===== src/rtl/ysyx_220053_div32_if.sv =====
// Operand/result handshake bundle for the 32-bit divider.
// The master side issues operands and consumes results; the slave side is the divider.
interface ysyx_220053_div32_if #(
   parameter int XLEN = 32
);
   logic            flush;
   logic            in_valid;
   logic            in_ready;
   logic [XLEN-1:0] dividend;
   logic [XLEN-1:0] divisor;
   logic            is_signed;
   logic            out_valid;
   logic            out_ready;
   logic [XLEN-1:0] quotient;
   logic [XLEN-1:0] remainder;

   modport master (
      output flush, in_valid, dividend, divisor, is_signed, out_ready,
      input  in_ready, out_valid, quotient, remainder
   );

   modport slave (
      input  flush, in_valid, dividend, divisor, is_signed, out_ready,
      output in_ready, out_valid, quotient, remainder
   );
endinterface


===== src/rtl/ysyx_220053_div32.sv =====
// Restoring radix-2 divider for DIV/DIVU/REM/REMU, one quotient bit per cycle.
// Define YSYX_220053_DIV_FASTPATH_EN to resolve divide-by-zero, overflow and small-dividend at accept.
module ysyx_220053_div32 #(
   parameter int XLEN = 32
) (
   input logic                  clk,
   input logic                  rst_n,
   ysyx_220053_div32_if.slave   io
);
   localparam int CW = $clog2(XLEN + 1);

   localparam logic [1:0] S_IDLE = 2'd0;
   localparam logic [1:0] S_BUSY = 2'd1;
   localparam logic [1:0] S_DONE = 2'd2;

   logic [1:0]      state_q, state_d;
   logic [CW-1:0]   cnt_q, cnt_d;
   logic [XLEN-1:0] a_q, a_d;
   logic [XLEN-1:0] b_q, b_d;
   logic [XLEN-1:0] rem_q, rem_d;
   logic            q_neg_q, q_neg_d;
   logic            r_neg_q, r_neg_d;
   logic [XLEN-1:0] quotient_q, quotient_d;
   logic [XLEN-1:0] remainder_q, remainder_d;

   logic [XLEN-1:0] abs_a, abs_b;
   logic [XLEN:0]   rem_shift, diff;
   logic            q_bit;
   logic [XLEN-1:0] rem_next, quot_next;

`ifdef YSYX_220053_DIV_FASTPATH_EN
   logic div_zero, ovf, small;
   assign div_zero = (io.divisor == '0);
   assign ovf      = io.is_signed && (io.dividend == {1'b1, {(XLEN-1){1'b0}}}) && (io.divisor == '1);
   assign small    = (abs_a < abs_b);
`endif

   // a_q doubles as the dividend shifter and the quotient accumulator
   always_comb begin
      abs_a     = (io.is_signed && io.dividend[XLEN-1]) ? -io.dividend : io.dividend;
      abs_b     = (io.is_signed && io.divisor[XLEN-1])  ? -io.divisor  : io.divisor;
      rem_shift = {rem_q, a_q[XLEN-1]};
      diff      = rem_shift - {1'b0, b_q};
      q_bit     = ~diff[XLEN];
      rem_next  = q_bit ? diff[XLEN-1:0] : rem_shift[XLEN-1:0];
      quot_next = {a_q[XLEN-2:0], q_bit};
   end

   always_comb begin
      state_d     = state_q;
      cnt_d       = cnt_q;
      a_d         = a_q;
      b_d         = b_q;
      rem_d       = rem_q;
      q_neg_d     = q_neg_q;
      r_neg_d     = r_neg_q;
      quotient_d  = quotient_q;
      remainder_d = remainder_q;
      if (io.flush) begin
         state_d = S_IDLE;
      end else begin
         case (state_q)
            S_IDLE: begin
               if (io.in_valid) begin
                  a_d     = abs_a;
                  b_d     = abs_b;
                  rem_d   = '0;
                  cnt_d   = CW'(XLEN);
                  // zero divisor keeps the all-ones quotient unsigned in sign
                  q_neg_d = io.is_signed && (io.dividend[XLEN-1] ^ io.divisor[XLEN-1])
                            && (io.divisor != '0);
                  r_neg_d = io.is_signed && io.dividend[XLEN-1];
                  state_d = S_BUSY;
`ifdef YSYX_220053_DIV_FASTPATH_EN
                  if (div_zero) begin
                     quotient_d  = '1;
                     remainder_d = io.dividend;
                     state_d     = S_DONE;
                  end else if (ovf) begin
                     quotient_d  = {1'b1, {(XLEN-1){1'b0}}};
                     remainder_d = '0;
                     state_d     = S_DONE;
                  end else if (small) begin
                     quotient_d  = '0;
                     remainder_d = io.dividend;
                     state_d     = S_DONE;
                  end
`endif
               end
            end
            S_BUSY: begin
               a_d   = quot_next;
               rem_d = rem_next;
               cnt_d = cnt_q - CW'(1);
               if (cnt_q == CW'(1)) begin
                  quotient_d  = q_neg_q ? -quot_next : quot_next;
                  remainder_d = r_neg_q ? -rem_next  : rem_next;
                  state_d     = S_DONE;
               end
            end
            S_DONE: begin
               if (io.out_ready) begin
                  state_d = S_IDLE;
               end
            end
            default: state_d = S_IDLE;
         endcase
      end
   end

   always_ff @(posedge clk) begin
      if (!rst_n) begin
         state_q     <= S_IDLE;
         cnt_q       <= '0;
         a_q         <= '0;
         b_q         <= '0;
         rem_q       <= '0;
         q_neg_q     <= 1'b0;
         r_neg_q     <= 1'b0;
         quotient_q  <= '0;
         remainder_q <= '0;
      end else begin
         state_q     <= state_d;
         cnt_q       <= cnt_d;
         a_q         <= a_d;
         b_q         <= b_d;
         rem_q       <= rem_d;
         q_neg_q     <= q_neg_d;
         r_neg_q     <= r_neg_d;
         quotient_q  <= quotient_d;
         remainder_q <= remainder_d;
      end
   end

   assign io.in_ready  = (state_q == S_IDLE);
   assign io.out_valid = (state_q == S_DONE);
   assign io.quotient  = quotient_q;
   assign io.remainder = remainder_q;
endmodule


===== src/flat_wrapper.sv =====
// flat-port wrapper written by rule: the top's interface ports become plain ports
module ysyx_220053_div32_flat 
#(
   parameter int XLEN = 32
)
  (clk, rst_n, io_flush, io_in_valid, io_dividend, io_divisor, io_is_signed, io_out_ready, io_in_ready, io_out_valid, io_quotient, io_remainder);
  ysyx_220053_div32_if #(.XLEN(XLEN)) io_i ();
  input logic clk;
  input logic rst_n;
  input wire logic [$bits(io_i.flush)-1:0] io_flush;
  input wire logic [$bits(io_i.in_valid)-1:0] io_in_valid;
  input wire logic [$bits(io_i.dividend)-1:0] io_dividend;
  input wire logic [$bits(io_i.divisor)-1:0] io_divisor;
  input wire logic [$bits(io_i.is_signed)-1:0] io_is_signed;
  input wire logic [$bits(io_i.out_ready)-1:0] io_out_ready;
  output wire logic [$bits(io_i.in_ready)-1:0] io_in_ready;
  output wire logic [$bits(io_i.out_valid)-1:0] io_out_valid;
  output wire logic [$bits(io_i.quotient)-1:0] io_quotient;
  output wire logic [$bits(io_i.remainder)-1:0] io_remainder;
  assign io_i.flush = io_flush;
  assign io_i.in_valid = io_in_valid;
  assign io_i.dividend = io_dividend;
  assign io_i.divisor = io_divisor;
  assign io_i.is_signed = io_is_signed;
  assign io_i.out_ready = io_out_ready;
  assign io_in_ready = io_i.in_ready;
  assign io_out_valid = io_i.out_valid;
  assign io_quotient = io_i.quotient;
  assign io_remainder = io_i.remainder;
  ysyx_220053_div32 #(.XLEN(XLEN)) u_core (.clk(clk), .rst_n(rst_n), .io(io_i));
endmodule

===== config.mk =====
export PLATFORM = sky130hd
export DESIGN_NAME = ysyx_220053_div32_flat
export DESIGN_NICKNAME = d
export VERILOG_FILES = /design/src/rtl/ysyx_220053_div32_if.sv /design/src/rtl/ysyx_220053_div32.sv /design/src/flat_wrapper.sv
export SDC_FILE = /design/constraint.sdc
export NUM_CORES = 1
export LEC_CHECK = 0
export CORE_MARGIN = 2
export CORE_UTILIZATION = 62
export DETAILED_ROUTE_END_ITERATION = 12
export PLACE_DENSITY = 0.84
export SETUP_SLACK_MARGIN = 0.4
export SLEW_MARGIN = 20
export SYNTH_ARGS = -nofsm -noshare
export SYNTH_HDL_FRONTEND = slang
export SYNTH_SLANG_ARGS = --single-unit

===== constraint.sdc =====
create_clock -name clk -period 13.9 [get_ports clk]
set_input_delay 2.78 -clock clk [delete_from_list [all_inputs] [get_ports clk]]
set_output_delay 2.78 -clock clk [all_outputs]
set_load 0.05 [all_outputs]

=== Word level (Yosys, flattened, before mapping) ===
Cells that the tools add are included.

* Bits in registers: 170
* Input port bits: 70

* Equal/unequal tests: 6
* Bitwise operators: 4
* Multiplexer cells: 15
* $add $sub $neg: 6
* Reductions and logical operators: 12

{| class="wikitable"
|+ Operators with widths
! cell !! number
|-
| $mux W32 || 7
|-
| $neg A32 Y32 || 4
|-
| $pmux W32 S2 || 2
|-
| $sub A33 B32 Y33 || 1
|-
| $reduce_bool A32 Y1 || 1
|-
| $pmux W6 S2 || 1
|-
| $reduce_and A3 Y1 || 4
|-
| $eq A6 B1 Y1 const B || 1
|-
| $mux W2 || 3
|-
| $mux W6 || 1
|-
| $pmux W2 S3 || 1
|-
| $sub A6 B1 Y6 const B || 1
|-
| $logic_and A1 B1 Y1 || 4
|-
| $ne A2 B2 Y1 const B || 2
|-
| $not A1 Y1 || 3
|-
| $eq A2 B1 Y1 const B || 1
|-
| $eq A2 B2 Y1 const B || 1
|-
| $logic_not A2 Y1 || 1
|-
| $ne A2 B1 Y1 const B || 1
|-
| $reduce_bool A2 Y1 || 1
|-
| $reduce_or A2 Y1 || 1
|-
| $xor A1 B1 Y1 || 1
|}

=== Depth between registers and ports, before layout ===
* Depth in word-level cells: 4
* Depth in mapped cells: 21
* Mapped depth without buffers: 19

=== Worst setup path before layout ===
OpenSTA, ideal clock, no wires.

* Path kind: input port to flip-flop
* Start: input port io_divisor[0]
* End: register u_core.b_q[29]
* Setup slack: 8.704 ns
* Setup time: 0.086 ns
* Required time: 13.814 ns
* Cell stages on the path: 10
* Path buffers: 0
* Arrival: 5.111 ns
* Cells stage by stage: or3_1 nor3_1 nand2_1 or4_1 nor4_1 and2_0 nand2_1 o21ai_0 xor2_1 a211oi_1

* Longest elaborated chain between the ends: 2

{| class="wikitable"
|+ Ends and longest elaborated chain
! what !! RTL line !! RTL
|-
| start: declaration || flat_wrapper.sv:13 || <nowiki>input wire logic [$bits(io_i.divisor)-1:0] io_divisor;</nowiki>
|-
| $neg A32 Y32 || ysyx_220053_div32.sv:41 || <nowiki>abs_b = (io.is_signed && io.divisor[XLEN-1]) ? -io.divisor : io.divisor;</nowiki>
|-
| $mux W32 || ysyx_220053_div32.sv:41 ||
|-
| end signal: assignment || ysyx_220053_div32.sv:116 || <nowiki>b_q <= '0;</nowiki>
|-
| end signal: assignment || ysyx_220053_div32.sv:126 || <nowiki>b_q <= b_d;</nowiki>
|-
| end: declaration || ysyx_220053_div32.sv:19 || <nowiki>logic [XLEN-1:0] b_q, b_d;</nowiki>
|}

No other way between the ends.
A chain may end at the register's enable or synchronous reset.

=== Worst setup path after layout ===
* Start: register u_core.a_q[31]
* End: register u_core.quotient_q[22] (netlist: u_core.io.quotient[22])

* Longest elaborated chain between the ends: 4

{| class="wikitable"
|+ Ends and longest elaborated chain
! what !! RTL line !! RTL
|-
| start: declaration || ysyx_220053_div32.sv:18 || <nowiki>logic [XLEN-1:0] a_q, a_d;</nowiki>
|-
| start signal: assignment || ysyx_220053_div32.sv:115 || <nowiki>a_q <= '0;</nowiki>
|-
| start signal: assignment || ysyx_220053_div32.sv:125 || <nowiki>a_q <= a_d;</nowiki>
|-
| $sub A33 B32 Y33 || ysyx_220053_div32.sv:43 || <nowiki>diff = rem_shift - {1'b0, b_q};</nowiki>
|-
| $not A1 Y1 || ysyx_220053_div32.sv:44 || <nowiki>q_bit = ~diff[XLEN];</nowiki>
|-
| $neg A32 Y32 || ysyx_220053_div32.sv:96 || <nowiki>quotient_d = q_neg_q ? -quot_next : quot_next;</nowiki>
|-
| $mux W32 || ysyx_220053_div32.sv:96 ||
|-
| end signal: assignment || ysyx_220053_div32.sv:130 || <nowiki>quotient_q <= quotient_d;</nowiki>
|-
| end: declaration || ysyx_220053_div32.sv:23 || <nowiki>logic [XLEN-1:0] quotient_q, quotient_d;</nowiki>
|}

No other way between the ends.

==> results.cfg <==
[run_status]
outcome = finished clean

[global_route]
grt_pass1_wl_um = 53700
grt_start_max_net_pins = 95
grt_pass1_vias = 10400
antenna_found_initial = 0
overflow = 0
grt_usage_pct = 33.6

[synth]
synth_cells = 1521
syn_area_sq_mm = 0.0114
ys.flop_type = dfxtp_1
synth_warnings = 0
ys_seq_area_share_pct = 29.7
ys_types = 82
synth-seq-cells = 170
avgSynthCellArea_sq_um = 7.53
synth-async-reset-ratio_pct = 0
synth_edf_count = 0
synth_nets = 1630

[power]
clockPowerShare_pct = 38.2
internal-power_uw = 844
p_comb_share_pct = 20.4
leakage_uw = 0.00498
power.switching_uw = 413
seqPwrFrac_pct = 41.4
ir_drop_mv = 0.0940
p_per_area_mw_per_mm2 = 93.7
swShare_pct = 32.9

[clocking]
hold_buffers = 0
clock_latency_ps = 430
htreeDepth = 4
numCtsBuffers = 17
cts_buffer_depth = 2
ctsResizeCount = 0
cts_sinks = 170
clk_pin_slew_ps = 70
root_buffer = clkbuf_16
cts_setup_buffers = 0
tritoncts = done

[sta]
tightest_slew_ps = 1090
setup_viol = 0
relSlewSlack_pct = 27.1
rsz0062_at_grt = no
fin_skew_ps = 11.9
hold_viol = 0
setup_tns_ps = 0
slew_viol_final = 0
fmax_mhz = 173
min_period_ps = 5770
finalCritPeriodShare_pct = 41.5

[route]
drc_errors = 0
avgRoutedWirePerCell_um = 18.2
totalWireLength_um = 33400
via_count = 11600
ant_nets = 0
viasPerCell = 6.29
drt-initial-drc-count = 988
first_pass_iters = 6

[job]
maxCapViolCount = 0

[floorplan]
core_sq_mm = 0.0180
start_util_pct = 63.5
dieArea_sq_mm = 0.0196
chipHeight_um = 140
die_w_um = 140
io_pins = 136
num_rows = 49

[cells_and_area]
seq_area_sq_mm = 0.00340
final_nets = 1702
n_fill_cell = 1456
layout-drive-gt1-share_pct = 5.04
n_antenna_cell = 0
area_growth_syn_to_layout_pct = 17.2
multi_input_area_sq_mm = 0.00750
post-route-util_pct = 74.4

[worst_hold_path]
hold-path-cell-count = 2
hold_path_class = reg -> reg

[worst_setup_path]
start_kind = flip-flop
end_kind = flip-flop
max_stage_delay_ps = 520
critPathSlowestCell = dfxtp_1
worst-setup-path-type = reg -> reg
reg2regPathDepth = 19
path_cells = inv_1, ha_1, fa_1, nand2b_1, a21oi_1, o21a_1, or2_1, a41o_1, nor2_4, inv_2, ha_1, nand2_1, or2_2, or3_1, or2_2, or3_1, o31ai_1, xor2_1, a211oi_1
crit_fanout = 31
cp_data_arrival_time_ps = 6120
cp.required_ps = 14250

[place]
hpwl_um = 24700
place.gp.congestion = 0.939
io_buffers = 135
==> cell usage in the layout, fill, tap and decap left out, drive strengths merged, types with 17 or more instances in the layout <==
cell,n
o21ai,85
nand3,19
nor3,22
clkbuf,17
clkdlybuf4s50,135
mux2i,21
nor2,242
o31ai,25
dfxtp,170
xor2,80
or3,28
inv,63
a211oi,87
nand2,149
ha,38
xnor2,46
a21oi,131
==> logic make-up after synthesis <==
kind of cell	Yosys count	share of synthesized area, %
AO/OA/AOI/OAI	457	26.7
multiplexers	30	2.72
XOR/XNOR	126	9.64
AND/OR/NAND/NOR	554	22.0
buffers and inverters	145	4.90
adder cells (fa/ha/maj)	39	4.33
flip-flops	170	29.7
==> stage by stage <==
| step | setup slack (ps) | hold slack (ps) | cells | power (uW) | instance area [sq um] |
|---|---|---|---|---|---|
| 4_1_cts | 8210 | 457 | 1835 | 1250 | 13400 |
| 3_5_place_dp | 7750 | 447 | 1803 | 780 | 12800 |
| 6_report | 8130 | 453 | 1835 | 1260 | 13400 |
| 2_1_floorplan | 8700 | 432 | 1521 | 698 | 11400 |
| 3_3_place_gp | 7830 | 438 | 1803 | 775 | 12800 |
| 5_1_grt | 7820 | 482 | 1835 | 1300 | 13400 |
==> per-layer routing <==
| layer | track usage (%) | part of all wire [%] | vias to the layer above |
|---|---|---|---|
| met4 | 8.84 | 1.6 | 0 |
| met2 | 49.9 | 43 | 548 |
| met5 | 0 | 0 | - |
| li1 | - | - | 5628 |
| met1 | 50.5 | 46 | 5322 |
| met3 | 5.64 | 9.4 | 53 |
==> power groups by stage <==
stage          clock [uW]  combinational, uW  sequential [uW]
5_1_grt               503                280              522
6_report              480                257              520
2_1_floorplan           0                172              526
3_3_place_gp            0                245              529
3_5_place_dp            0                249              531
4_1_cts               484                251              520
==> state kept, by name, summed over array words and instances (netlist names) <==
name,flops
u_core.state_q,2
u_core.r_neg_q,1
u_core.b_q,32
u_core.cnt_q,6
u_core.io.quotient,32
u_core.io.remainder,32
u_core.a_q,32
u_core.q_neg_q,1
u_core.rem_q,32
==> cell usage after synthesis (all sizes together) (14+ instances only) <==
master / instances / share of area (%)
dfxtp: 170 / 30
ha: 38 / 4.2
nor3: 22 / 0.96
a211oi: 87 / 5.8
clkbuf: 74 / 2.4
a21o: 14 / 0.92
o41ai: 15 / 1.2
nand2: 149 / 5.0
inv: 55 / 1.8
or3: 28 / 1.5
nand3: 19 / 0.83
buf: 16 / 0.67
mux2i: 21 / 1.8
a21oi: 131 / 5.8
or4: 16 / 1.0
xor2: 80 / 6.1
a22oi: 16 / 1.0
o21ai: 85 / 3.7
o31ai: 25 / 1.7
nor4: 16 / 0.87
nor2: 242 / 8.0
xnor2: 46 / 3.5
==> worst paths after layout <==
path,startpoint,endpoint,slack (ps)
max reg2reg,u_core.a_q[31],u_core.io.quotient[22],8130
max,u_core.a_q[31],u_core.io.quotient[22],8130
min reg2reg,u_core.io.remainder[0],u_core.io.remainder[0],450
min,u_core.io.remainder[0],u_core.io.remainder[0],450
==> layout make-up <==
type / instances / share of cell area (%)
repair buffers: 143 / 10.5
flip-flops and latches: 170 / 25.4
multi-input cells: 1206 / 55.9
clock buffers: 17 / 3.17
clock inverters: 15 / 1.34
well taps: 229 / 2.14
inverters: 55 / 1.56
==> critical path: cells and delay by family (launching register included) <==
| kind | cells | cell delay, ps |
|---|---|---|
| xor gates and xnor gates | 1 | 110 |
| DFF | 1 | 520 |
| buffers and inverters | 2 | 540 |
| adders and majority gates | 3 | 910 |
| and+or+nand+nor | 8 | 1910 |
| AOI/OAI and AO/OA | 5 | 1700 |
No activity file was read; power rests on OpenSTA's default activity.
